--- src/rtl/ps2_key_state_tracker.sv ---
// ps2_key_state_tracker
//   Turns the PS/2 set-2 scancode byte stream into two 5-bit held-key
//   bitmaps, one per player. Make codes set a bit and break codes clear it.
//   E0 (extended), F0 (break) and E1 (Pause) prefixes are tracked by a
//   small FSM. An abandoned prefix is aborted by a timeout that pulses
//   proto_err.
//
// Ports
//   clk        in   system clock
//   rst_n      in   asynchronous active-low reset
//   code_valid in   one-cycle strobe, code holds a new byte
//   code[7:0]  in   scancode byte
//   p1keys[4:0] out P1 held keys [0]up [1]left [2]right [3]down [4]fire
//   p2keys[4:0] out P2 held keys, same order
//   key_event  out  pulse: either bitmap changed on this edge
//   proto_err  out  pulse: prefix timeout or illegal prefix order
module ps2_key_state_tracker #(
    parameter int PREFIX_TIMEOUT = 1_000_000,
    parameter int TO_W           = 20,
    parameter bit EXT_ALIAS      = 1'b1
) (
    input  logic       clk,
    input  logic       rst_n,
    input  logic       code_valid,
    input  logic [7:0] code,
    output logic [4:0] p1keys,
    output logic [4:0] p2keys,
    output logic       key_event,
    output logic       proto_err
);

    typedef enum logic [2:0] {
        ST_IDLE,
        ST_EXT,
        ST_BRK,
        ST_EXT_BRK,
        ST_SKIP
    } state_t;

    // The key map, indexed by bitmap bit. The entry at index 0 is the rightmost value.
    localparam logic [4:0][7:0] P1_CODES = {8'h29, 8'h72, 8'h74, 8'h6B, 8'h75};
    localparam logic [4:0][7:0] P2_CODES = {8'h0D, 8'h1B, 8'h23, 8'h1C, 8'h1D};

    localparam logic [TO_W-1:0] TO_MAX  = TO_W'(PREFIX_TIMEOUT);
    localparam logic [TO_W-1:0] TO_LAST = TO_W'(PREFIX_TIMEOUT - 1);

    state_t          state_reg;
    logic [TO_W-1:0] to_cnt_reg;
    logic [2:0]      skip_cnt_reg;
    logic [4:0]      p1_reg;
    logic [4:0]      p2_reg;
    logic            key_event_reg;
    logic            proto_err_reg;

    logic [4:0] p1_next;
    logic [4:0] p2_next;
    logic [4:0] p1_hit;
    logic [4:0] p2_hit;
    logic       ext_ctx;
    logic       arrow_ok;
    logic       is_prefix;
    logic       is_clear_code;

    assign ext_ctx   = (state_reg == ST_EXT) || (state_reg == ST_EXT_BRK);
    // Arrows also arrive without E0 as numpad aliases. EXT_ALIAS decides if those count.
    assign arrow_ok  = ext_ctx || EXT_ALIAS;
    assign is_prefix = (code == 8'hE0) || (code == 8'hE1) || (code == 8'hF0);
    // BAT completion, error and overrun bytes mean the keyboard state is unknown.
    assign is_clear_code = (code == 8'hAA) || (code == 8'hFC) || (code == 8'hFE) ||
                           (code == 8'h00) || (code == 8'hFF);

    // Per-bit code match. Only the arrows (bits 0..3 of P1) exist in the
    // extended space. Fire and all P2 keys are plain codes only.
    genvar gi;
    generate
        for (gi = 0; gi < 5; gi++) begin : g_map
            if (gi < 4) begin : g_arrow
                assign p1_hit[gi] = (code == P1_CODES[gi]) && arrow_ok;
            end else begin : g_plain
                assign p1_hit[gi] = (code == P1_CODES[gi]) && !ext_ctx;
            end
            assign p2_hit[gi] = (code == P2_CODES[gi]) && !ext_ctx;
        end
    endgenerate

    // Next bitmaps. A make sets bits and a break clears them. Prefix bytes
    // and SKIP bytes leave the bitmaps untouched.
    always_comb begin
        p1_next = p1_reg;
        p2_next = p2_reg;
        if (code_valid) begin
            case (state_reg)
                ST_IDLE: begin
                    if (is_clear_code) begin
                        p1_next = '0;
                        p2_next = '0;
                    end else if (!is_prefix) begin
                        p1_next = p1_reg | p1_hit;
                        p2_next = p2_reg | p2_hit;
                    end
                end
                ST_EXT: begin
                    if (code != 8'hF0) begin
                        p1_next = p1_reg | p1_hit;
                        p2_next = p2_reg | p2_hit;
                    end
                end
                ST_BRK, ST_EXT_BRK: begin
                    if (!is_prefix) begin
                        p1_next = p1_reg & ~p1_hit;
                        p2_next = p2_reg & ~p2_hit;
                    end
                end
                default: ;
            endcase
        end
    end

    always_ff @(posedge clk or negedge rst_n) begin
        if (!rst_n) begin
            state_reg     <= ST_IDLE;
            to_cnt_reg    <= '0;
            skip_cnt_reg  <= '0;
            p1_reg        <= '0;
            p2_reg        <= '0;
            key_event_reg <= 1'b0;
            proto_err_reg <= 1'b0;
        end else begin
            p1_reg        <= p1_next;
            p2_reg        <= p2_next;
            key_event_reg <= (p1_next != p1_reg) || (p2_next != p2_reg);
            proto_err_reg <= 1'b0;

            if (code_valid) begin
                // A strobe always restarts the prefix timer. It also wins over a timeout that expires on the same edge.
                to_cnt_reg <= '0;
                case (state_reg)
                    ST_IDLE: begin
                        if (code == 8'hE0) begin
                            state_reg <= ST_EXT;
                        end else if (code == 8'hF0) begin
                            state_reg <= ST_BRK;
                        end else if (code == 8'hE1) begin
                            state_reg    <= ST_SKIP;
                            skip_cnt_reg <= 3'd7;
                        end
                    end
                    ST_EXT: begin
                        state_reg <= (code == 8'hF0) ? ST_EXT_BRK : ST_IDLE;
                    end
                    ST_BRK, ST_EXT_BRK: begin
                        if (is_prefix) begin
                            proto_err_reg <= 1'b1;
                        end
                        state_reg <= ST_IDLE;
                    end
                    ST_SKIP: begin
                        skip_cnt_reg <= skip_cnt_reg - 3'd1;
                        if (skip_cnt_reg == 3'd1) begin
                            state_reg <= ST_IDLE;
                        end
                    end
                    default: state_reg <= ST_IDLE;
                endcase
            end else if (state_reg != ST_IDLE) begin
                if (to_cnt_reg == TO_LAST) begin
                    proto_err_reg <= 1'b1;
                    state_reg     <= ST_IDLE;
                    skip_cnt_reg  <= '0;
                    to_cnt_reg    <= TO_MAX;
                end else if (to_cnt_reg < TO_MAX) begin
                    to_cnt_reg <= to_cnt_reg + 1'b1;
                end
            end
        end
    end

    assign p1keys    = p1_reg;
    assign p2keys    = p2_reg;
    assign key_event = key_event_reg;
    assign proto_err = proto_err_reg;

endmodule

--- config.mk ---
export PLATFORM = sky130hd
export DESIGN_NAME = ps2_key_state_tracker
export DESIGN_NICKNAME = d
export VERILOG_FILES = /design/src/rtl/ps2_key_state_tracker.sv
export SDC_FILE = /design/constraint.sdc
export NUM_CORES = 1
export LEC_CHECK = 0
export CAP_MARGIN = 5
export CORE_MARGIN = 5
export CORE_UTILIZATION = 55
export CTS_CLUSTER_SIZE = 14
export DETAILED_ROUTE_END_ITERATION = 16
export GPL_TIMING_DRIVEN = 0
export PLACE_DENSITY = 0.77
export SLEW_MARGIN = 20
export SYNTH_ARGS = -nofsm -noshare
export SYNTH_HDL_FRONTEND = slang
export SYNTH_SLANG_ARGS = --single-unit
export TNS_END_PERCENT = 50
--- constraint.sdc ---
create_clock -name clk -period 2.3 [get_ports clk]
set_input_delay 0.46 -clock clk [delete_from_list [all_inputs] [get_ports clk]]
set_output_delay 0.46 -clock clk [all_outputs]
set_load 0.05 [all_outputs]
[After elaboration in Yosys (flattened, before gate mapping)]
Index checks and enable logic that the tools add are counted.
Word-level totals
  word-level logic and storage cells: 108
  bits of input ports: 11
  flip-flop bits (word level): 38
  output and inout bits: 12
Cells by class
  equal/unequal tests: 32
  order comparisons: 1
  $add $sub $neg: 2
  muxes and demuxes: 35
  bitwise logic cells: 6
  reduce and logical (&&, ||, !) cells: 25
Operators with widths (number)
  20-bit 2-to-1 mux: 4
  8-bit == test (second input constant): 7
  5-bit 2-to-1 mux: 10
  3-bit 2-to-1 mux: 11
  8-bit by 7-bit == test with 1-bit output (second input constant): 4
  5-bit one-hot mux with 3 select lines: 2
  8-bit by 5-bit == test with 1-bit output (second input constant): 3
  20-bit by 1-bit adder with 20-bit output (second input constant): 1
  20-bit == test (second input constant): 1
  20-bit < comparator (second input constant): 1
  8-bit by 6-bit == test with 1-bit output (second input constant): 2
  3-bit inequality test (second input constant): 4
  5-bit bitwise AND: 2
  5-bit inequality test: 2
  5-bit NOT: 2
  5-bit OR: 2
  3-bit one-hot mux with 3 select lines: 1
  8-bit by 4-bit == test with 1-bit output (second input constant): 1
  8-bit logical NOT: 1
  1-bit logical OR: 8
  8-bit inequality test (second input constant): 1
  3-bit by 1-bit == test with 1-bit output (second input constant): 2
  3-bit by 2-bit == test with 1-bit output (second input constant): 2
  1-bit logical AND: 6
  other kinds (15): 21

[Depth between registers and ports, before layout]
Gate-level depths: netlist (run 1).
  depth in word-level cells: 11
  depth in mapped cells: 7
  gate-level depth less buffers: 6

[Worst setup path before layout (run 1)]
No wires, ideal clock.
  path kind: in2reg
  start point: in code[4]
  end point: reg key_event_reg (netlist: key_event)
  cell stages on the path: 7
  arrival time: 1770 ps
  setup slack: 388 ps
  path buffers: 1
  path through: buf_6 nand2_4 or4_4 a31o_4 nand2_4 o22a_1 o2111ai_2
On the way
  word-level cells in the longest chain between the ends: 10
  elaborated cells on any way between the ends: 52
  those cells by class: eq/ne: 20; mux: 12; bitwise: 6; reduce/logical: 14
Ends and longest elaborated chain
  start, declared: line 25  | input logic [7:0] code,
  8-bit == test: line 69  | assign is_clear_code = (code == 8'hAA) || (code == 8'hFC) || (code == 8'hFE) ||
  1-bit logical OR (3 in series): line 69
  1-bit logical OR: line 70  | (code == 8'h00) || (code == 8'hFF);
  5-bit 2-to-1 mux: line 94  | if (is_clear_code) begin
  5-bit one-hot mux with 3 select lines: line 92  | case (state_reg)
  5-bit 2-to-1 mux: line 91  | if (code_valid) begin
  5-bit inequality test: line 131  | key_event_reg <= (p1_next != p1_reg) || (p2_next != p2_reg);
  1-bit logical OR *: line 131
  end signal, assigned: line 131
  end, declared: line 52  | logic key_event_reg;
Mark *: on every way between the ends. The rest lies on a longest branch, timed or not.
A chain may end at the register's enable or synchronous reset.

[Worst setup path in the final report (run 1)]
  start point: in code[7]
  end point: reg key_event_reg (netlist: key_event)
Same word-level chain as after synthesis.

==> key figures, run 1 <==
Setup path
  • Worst endpoint data arrival time: between 2 and 2.5 ns
  • Worst R2R End: key_event$_DFF_PN0_
  • WP buf/inv: 1
  • CP endpoint kind: register
  • Flop2flop setup slack: 0.26 ns
  • CP Launch Type: input port
  • Worst R2R Start: state_reg[0]$_DFFE_PN0P_
  • Cells on worst reg2reg path: 7
  • Crit path max-delay family: simple AND/OR/NAND/NOR gates
  • Worst path required time: roughly 2.5 ns
  • Crit Path Class: in2reg
  • Crit-path slowest cell: or4_4
  • Crit path cell chain: clkdlybuf4s50_1 -> nand2_1 -> or4_4 -> a31o_4 -> nand2_4 -> o22a_1 -> o2111ai_2
  • Critical Path Max Stage Delay: approximately 0.57 ns
  • CP max FO: 8

Power and ir drop
  • Power per cell area: roughly 520 nW/um^2
  • VDD IR-drop max: roughly 310 uV
  • Power Total: ~0.0016 W
  • Static Leak: 1.24 nW

Clock network
  • TritonCTS clock tree: done
  • Bufs on Longest Clock Path: 2
  • CTS clk-pin slew, worst paths: roughly 0.08 ns
  • Post-CTS setup buffer count: 0
  • CTS Buf Count: 5
  • Skew-Pair Late Insertion Delay: about 0.30 ns
  • CTS sink cnt: 38
  • H-tree depth: 2
  • CTS Root Cell: clkbuf_8

STA
  • Tmin final: approximately 2.3 ns
  • Setup slack after layout: ~0.041 ns
  • Final Hold Slack: 0.470 ns
  • Worst-Margin Slew: 0.576 ns
  • Tcrit/Tclk final: 0.982
  • Max transition margin: 0.614
  • Peak Freq: approximately 0.44 GHz
  • Final-report setup violation count: 0
  • RSZ-0062 raised after global routing: true
  • Final Hold Fails: 0
  • Max-slew violations: 0
  • Setup Skew: roughly 0.0096 ns

Status
  • Status: completed

Drt
  • Vias per std cell: 6.23
  • Number of remaining DRC errors: 0
  • Pre-Repair DR Iteration Count: 4
  • Antenna violation net count after detailed routing: 0
  • Starting DRT DRC Count: slightly below 200
  • WL final: ~6.1 mm
  • WL/cell: between 15 and 20 um
  • Vias post-DR: 2434

Yosys
  • Synth async-reset ratio: 1.00
  • Synth top area cells: dfrtp_1 (37%), nor2_1 (4.5%), o21ai_0 (4.1%)
  • Yosys warnings: 0
  • Top cells by count, synth: dfrtp_1 (38), nor2_1 (31), nand2_1 (25)
  • Post-synth cell types: 62
  • Synthesis-stage register bit count: 38
  • Synth Net Count: between 300 and 400
  • Main synth FF type: dfrtp_1
  • Syn Inst Count: 308
  • Yosys top cell area share: 0.369
  • Leading area contributor after synthesis: dfrtp_1
  • Syn Area/Cell: between 8 and 9 um^2
  • Count leader, synth: dfrtp_1
  • Post-synthesis sequential area ratio: 0.369
  • Post-synth EDFFs: 0
  • Cell Area, Synth: between 2000 and 3000 um^2

Floorplanning
  • Total core area: 4630 um^2
  • Total die area: between 6000 and 7000 um^2
  • I/O pin total: 23
  • FP Rows: 25
  • Chip width: 78.5 um
  • Initial Utilization: 0.557
  • Die Ht: 78.5 um

Placed design
  • Dpl cell area: approximately 2900 um^2
  • Hpwl dp: 4.53 mm
  • Dpl ws: -0.276 ns
  • Port-buffer cells: 19
  • GP Congestion: around 0.95

Layout
  • Area added between synthesis and finish: 15.9%
  • Number of flip-flops under the largest register name: 20
  • Final Net Count: 350
  • N_diodes: 0
  • Cell area after layout: between 2000 and 3000 um^2
  • Layout fillers: ~390
  • Proportion of layout cells with a drive suffix above 1: 0.125

Global routing
  • Initial antenna violation count: 0
  • Gr usage total: 0.213
  • First-pass GRT wire length: ~11 mm
  • GRT Residual Overflow: 0
  • Largest net degree at the start of global routing: 33
  • Vias in the first global route: ~2300

Hold path
  • Hold path startpoint: code[5]
  • Hold Path Sink: state_reg[0]$_DFFE_PN0P_
  • Hold path cells: 3
  • HP Class: in2reg

Run
  • Max-cap viol count: 0
[cell type report]
| type | instances | area, um^2 | area share |
|---|---|---|---|
| flip-flops and latches | 38 | 951 | 0.318 |
| plain buffers | 13 | 82.6 | 0.0276 |
| clock buffers | 5 | 68.8 | 0.0230 |
| multi-input cells | 245 | 1520 | 0.507 |
| well taps | 54 | 67.6 | 0.0226 |
| inverters | 12 | 45.0 | 0.0151 |
| clock inverters | 3 | 40.0 | 0.0134 |
| repair buffers | 21 | 218 | 0.0728 |
[power breakdown]
group / switching (W) / internal [W]
combinational: 0.000172 / 0.0000962
clock: 0.000248 / 0.000319
sequential: 0.0000252 / 0.000696
[layer usage]
metal / GRT usage / part of all wire / vias up
met3: 0.0436 / 0.055 / 9
met5: 0 / 0 / -
met4: 0.0717 / 0.015 / 0
met2: 0.317 / 0.44 / 60
met1: 0.308 / 0.49 / 1167
li1: - / - / 1198
[what timing repair did]
action                                  4_1_cts  5_1_grt
hold endpoints to repair                      0        4
hold buffers                                  0        1
endpoints found under the setup margin        0        4
resized for setup                             0        5
[worst register-to-register path: stages, from the launching register on]
cell and delay, ns:
dfrtp_1 0.49, nand2b_1 0.17, and4b_1 0.23, clkbuf_1 0.20
a21o_1 0.21, a22oi_1 0.28, o22a_1 0.21, o2111ai_2 0.12
[cell usage in the layout, fill, tap and decap left out, types with 2 or more instances in the layout]
cell	n
nand4_1	6
buf_2	7
buf_6	3
nor3_2	2
a31oi_1	4
nand2_4	2
inv_1	11
nor2_1	31
nand3_2	2
ha_1	3
and3_1	7
nor2b_1	2
o21ai_1	12
nand3_1	16
nor4_1	4
clkdlybuf4s50_1	17
and2_1	2
clkbuf_8	5
nor3_1	11
o31ai_1	5
nand2_1	25
and4_1	3
a22oi_1	2
clkbuf_1	3
o21ai_0	21
and4b_1	3
o21ai_2	2
a311oi_1	3
o22ai_1	5
nand4b_1	2
xnor2_1	5
nand2b_1	6
dfrtp_1	38
a21oi_1	19
or3_1	5
xor2_1	4
clkinv_2	2
a21o_1	3
[stage by stage]
step,TNS [ns],instances,utilization
after floorplan,0,308,-
after global placement,-7.52,381,0.613
after detailed placement,-1.19,382,0.616
after CTS,0,390,0.639
after global routing,-0.0245,391,0.646
final,0,391,0.646
[worst max path at each step]
stage	start	endpoint	slack, ns	depth (start not counted)
after floorplan	code[4]	key_event$_DFF_PN0_	0.39	7
after global placement	code_valid	key_event$_DFF_PN0_	-0.28	7
after detailed placement	code_valid	key_event$_DFF_PN0_	-0.28	7
after CTS	code_valid	key_event$_DFF_PN0_	0.03	7
after global routing	code[7]	key_event$_DFF_PN0_	-0.02	7
final	code[7]	key_event$_DFF_PN0_	0.04	7
[logic make-up after synthesis]
kind of cell             synth area share
AND/OR/NAND/NOR                     0.303
flip-flops                          0.369
buffers and inverters              0.0495
adder cells (fa/ha/maj)            0.0146
AO/OA/AOI/OAI                       0.233
XOR/XNOR                           0.0306
(Power assumes the default switching activity.)
==> run 2: changes to the inputs <==
--- a/config.mk
+++ b/config.mk
@@ -6,6 +6,7 @@
 export NUM_CORES = 1
 export LEC_CHECK = 0
 export CAP_MARGIN = 5
+export CORE_ASPECT_RATIO = 1.25
 export CORE_MARGIN = 5
 export CORE_UTILIZATION = 55
 export CTS_CLUSTER_SIZE = 14
==> run 2 against run 1 <==
Compared with the run above: clock-buffer cell count up 1; final area decreased by 0.63%; maximum frequency down 1.4%; setup slack worse by 0.031 ns; critical endpoint unchanged; highest routed layer unchanged.
==> key figures, run 2 (synthesis gave the netlist of run 1 again) <==
Setup path
  • WP buf/inv: 1 (unchanged)
  • Crit path max-delay family: simple AND/OR/NAND/NOR gates (unchanged)
  • Crit Path Class: in2reg (unchanged)
  • Worst path required time: 2.45 ns (was 2.46 ns)
  • Crit path cell chain: clkdlybuf4s50_1 -> nand2_1 -> or4_4 -> a31o_4 -> nand2_4 -> o22a_1 -> o2111ai_2 (unchanged)
  • Crit-path slowest cell: or4_4 (unchanged)
  • Worst endpoint data arrival time: 2.44 ns (was 2.42 ns)
  • Critical Path Max Stage Delay: 0.56 ns (was 0.57 ns)
  • CP max FO: 8 (unchanged)
  • CP Launch Type: input port (unchanged)
  • CP endpoint kind: register (unchanged)

Drt
  • Pre-Repair DR Iteration Count: 5 (was 4)
  • Met1 wire length: 2.56 mm (was 3.03 mm)
  • Met2 routed WL: 3.27 mm (was 2.67 mm)
  • Number of remaining DRC errors: 0 (unchanged)
  • Vias post-DR: 2484 (was 2434)
  • Starting DRT DRC Count: 153 (was 199)
  • Highest routed layer: met4 (unchanged)
  • WL/cell: 16.1 um (was 15.7 um)
  • Antenna violation net count after detailed routing: 0 (unchanged)
  • WL final: 6.30 mm (was 6.13 mm)
  • Met3 wire length: 273 um (was 335 um)
  • Vias per std cell: 6.34 (was 6.23)

Clock network
  • CTS Buf Count: 5 (unchanged)
  • CTS clk-pin slew, worst paths: 0.07 ns (was 0.08 ns)
  • CTS sink cnt: 38 (unchanged)
  • Skew-Pair Late Insertion Delay: 0.28 ns (was 0.30 ns)
  • Bufs on Longest Clock Path: 2 (unchanged)
  • H-tree depth: 2 (unchanged)
  • Post-CTS setup buffer count: 0 (unchanged)
  • CTS Root Cell: clkbuf_8 (unchanged)
  • TritonCTS clock tree: done (unchanged)

Status
  • Status: completed (unchanged)

Floorplanning
  • Initial Utilization: 0.574 (was 0.557)
  • Die Ht: 86.6 um (was 78.5 um)
  • Total core area: 4490 um^2 (was 4630 um^2)
  • Chip width: 71.2 um (was 78.5 um)
  • FP Rows: 27 (was 25)
  • Total die area: 6170 um^2 (was 6160 um^2)
  • I/O pin total: 23 (unchanged)

Layout
  • Area added between synthesis and finish: 15.2% (was 15.9%)
  • Post-route insts no fill: 392 (was 391)
  • Commonest non-fill, non-tap cell in the layout: dfrtp_1 (unchanged)
  • N_diodes: 0 (unchanged)
  • Layout fillers: 383 (was 391)
  • Number of flip-flops under the largest register name: 20 (unchanged)
  • Final Net Count: 349 (was 350)
  • Commonest cells after routing, fill and taps aside: dfrtp_1 (38), nor2_1 (30), nand2_1 (25) (was dfrtp_1 (38), nor2_1 (31), nand2_1 (25))
  • Proportion of layout cells with a drive suffix above 1: 0.123 (was 0.125)

STA
  • Final Hold Fails: 0 (unchanged)
  • Tmin final: 2.29 ns (was 2.26 ns)
  • RSZ-0062 raised after global routing: true (unchanged)
  • Setup Skew: 0.00636 ns (was 0.00961 ns)
  • Final setup TNS: 0 ns (unchanged)
  • Peak Freq: 0.437 GHz (was 0.443 GHz)
  • Tcrit/Tclk final: 0.996 (was 0.982)
  • Worst-Margin Slew: 0.585 ns (was 0.576 ns)
  • Final-report setup violation count: 0 (unchanged)
  • Setup slack after layout: 0.00950 ns (was 0.0407 ns)
  • Max-slew violations: 0 (unchanged)
  • Max transition margin: 0.608 (was 0.614)

Global routing
  • First-pass GRT wire length: 10.8 mm (was 10.7 mm)
  • Vias in the first global route: 2430 (was 2302)
  • Initial antenna violation count: 0 (unchanged)
  • GRT Residual Overflow: 0 (unchanged)
  • Largest net degree at the start of global routing: 25 (was 33)
  • Gr usage total: 0.216 (was 0.213)

Hold path
  • HP Class: in2async (was in2reg)

Power and ir drop
  • Power per cell area: 487 nW/um^2 (was 521 nW/um^2)
  • Static Leak: 1.22 nW (was 1.24 nW)
  • VDD IR-drop max: 367 uV (was 313 uV)

Placed design
  • Port-buffer cells: 19 (unchanged)
  • GP Congestion: 0.910 (was 0.952)
  • Hpwl dp: 4.76 mm (was 4.53 mm)
  • Placed insts: 386 (was 382)
  • Dpl ws: -0.280 ns (was -0.276 ns)

Run
  • Max-cap viol count: 0 (unchanged)
## run 2: cell count changes in the layout (fill, tap and decap cells not counted), sizes merged
cell	before	now
bufinv	1	0
dlygate4sd3	1	0
clkbuf	8	9
clkinv	2	0
## run 2: power by group
group	switching [W]	total, W	internal, W
logic	0.000172	0.000267	0.0000958
clock network	0.000225	0.000456	0.000231
registers	0.0000267	0.000723	0.000697
## run 2: per-stage QoR
stage                      util  cell area [um^2]  hold slack (ns)  total power, W
after global placement    0.632              2840            0.481        0.000990
after floorplan               -              2580            0.164        0.000900
final                     0.661              2970           0.0897         0.00145
after CTS                 0.656              2950           0.0967         0.00145
after global routing      0.661              2970            0.108         0.00152
after detailed placement  0.637              2860            0.407         0.00100
## run 2: routing by layer
layer  up-vias  GRT usage
li1       1190          -
met1      1192      0.245
met2        82      0.389
met3        20     0.0371
met4         0      0.104
met5         -          0
## run 2: final cells by class
type / instances / area, um^2 / area share
clock buffer: 6 / 82.6 / 0.0278
multi-input combinational: 245 / 1520 / 0.512
sequential: 38 / 951 / 0.320
inverter: 12 / 45.0 / 0.0152
buffer: 13 / 82.6 / 0.0278
timing repair buffer: 20 / 215 / 0.0725
tap: 58 / 72.6 / 0.0244
## run 2: final timing paths
path                       cells after the start                          to                  startpoint  slack, ns
min in group clk                               3    state_reg[0]$_DFFE_PN0P_                     code[5]       0.49
setup reg to reg                               7  to_cnt_reg[13]$_DFFE_PN0P_    state_reg[2]$_DFFE_PN0P_       0.22
max in group asynchronous                      2    state_reg[0]$_DFFE_PN0P_                       rst_n       1.75
hold reg to reg                                2  to_cnt_reg[19]$_DFFE_PN0P_  to_cnt_reg[19]$_DFFE_PN0P_       0.50
setup / recovery                               7         key_event$_DFF_PN0_                     code[6]       0.01
hold / removal                                 1   to_cnt_reg[0]$_DFFE_PN0P_                       rst_n       0.09
## run 2: worst reg2reg max path, cell delays in order (launching register included)
cell and delay (ns):
dfrtp_1 0.38, buf_2 0.18, nor3_2 0.53, o21a_1 0.40, buf_4 0.24, nor3_2 0.05
xnor2_1 0.12, nor2_1 0.05
## run 2: what timing repair did
action	in CTS	in global routing
endpoints found under the setup margin	0	5
resized for setup	0	6
hold buffers	0	0
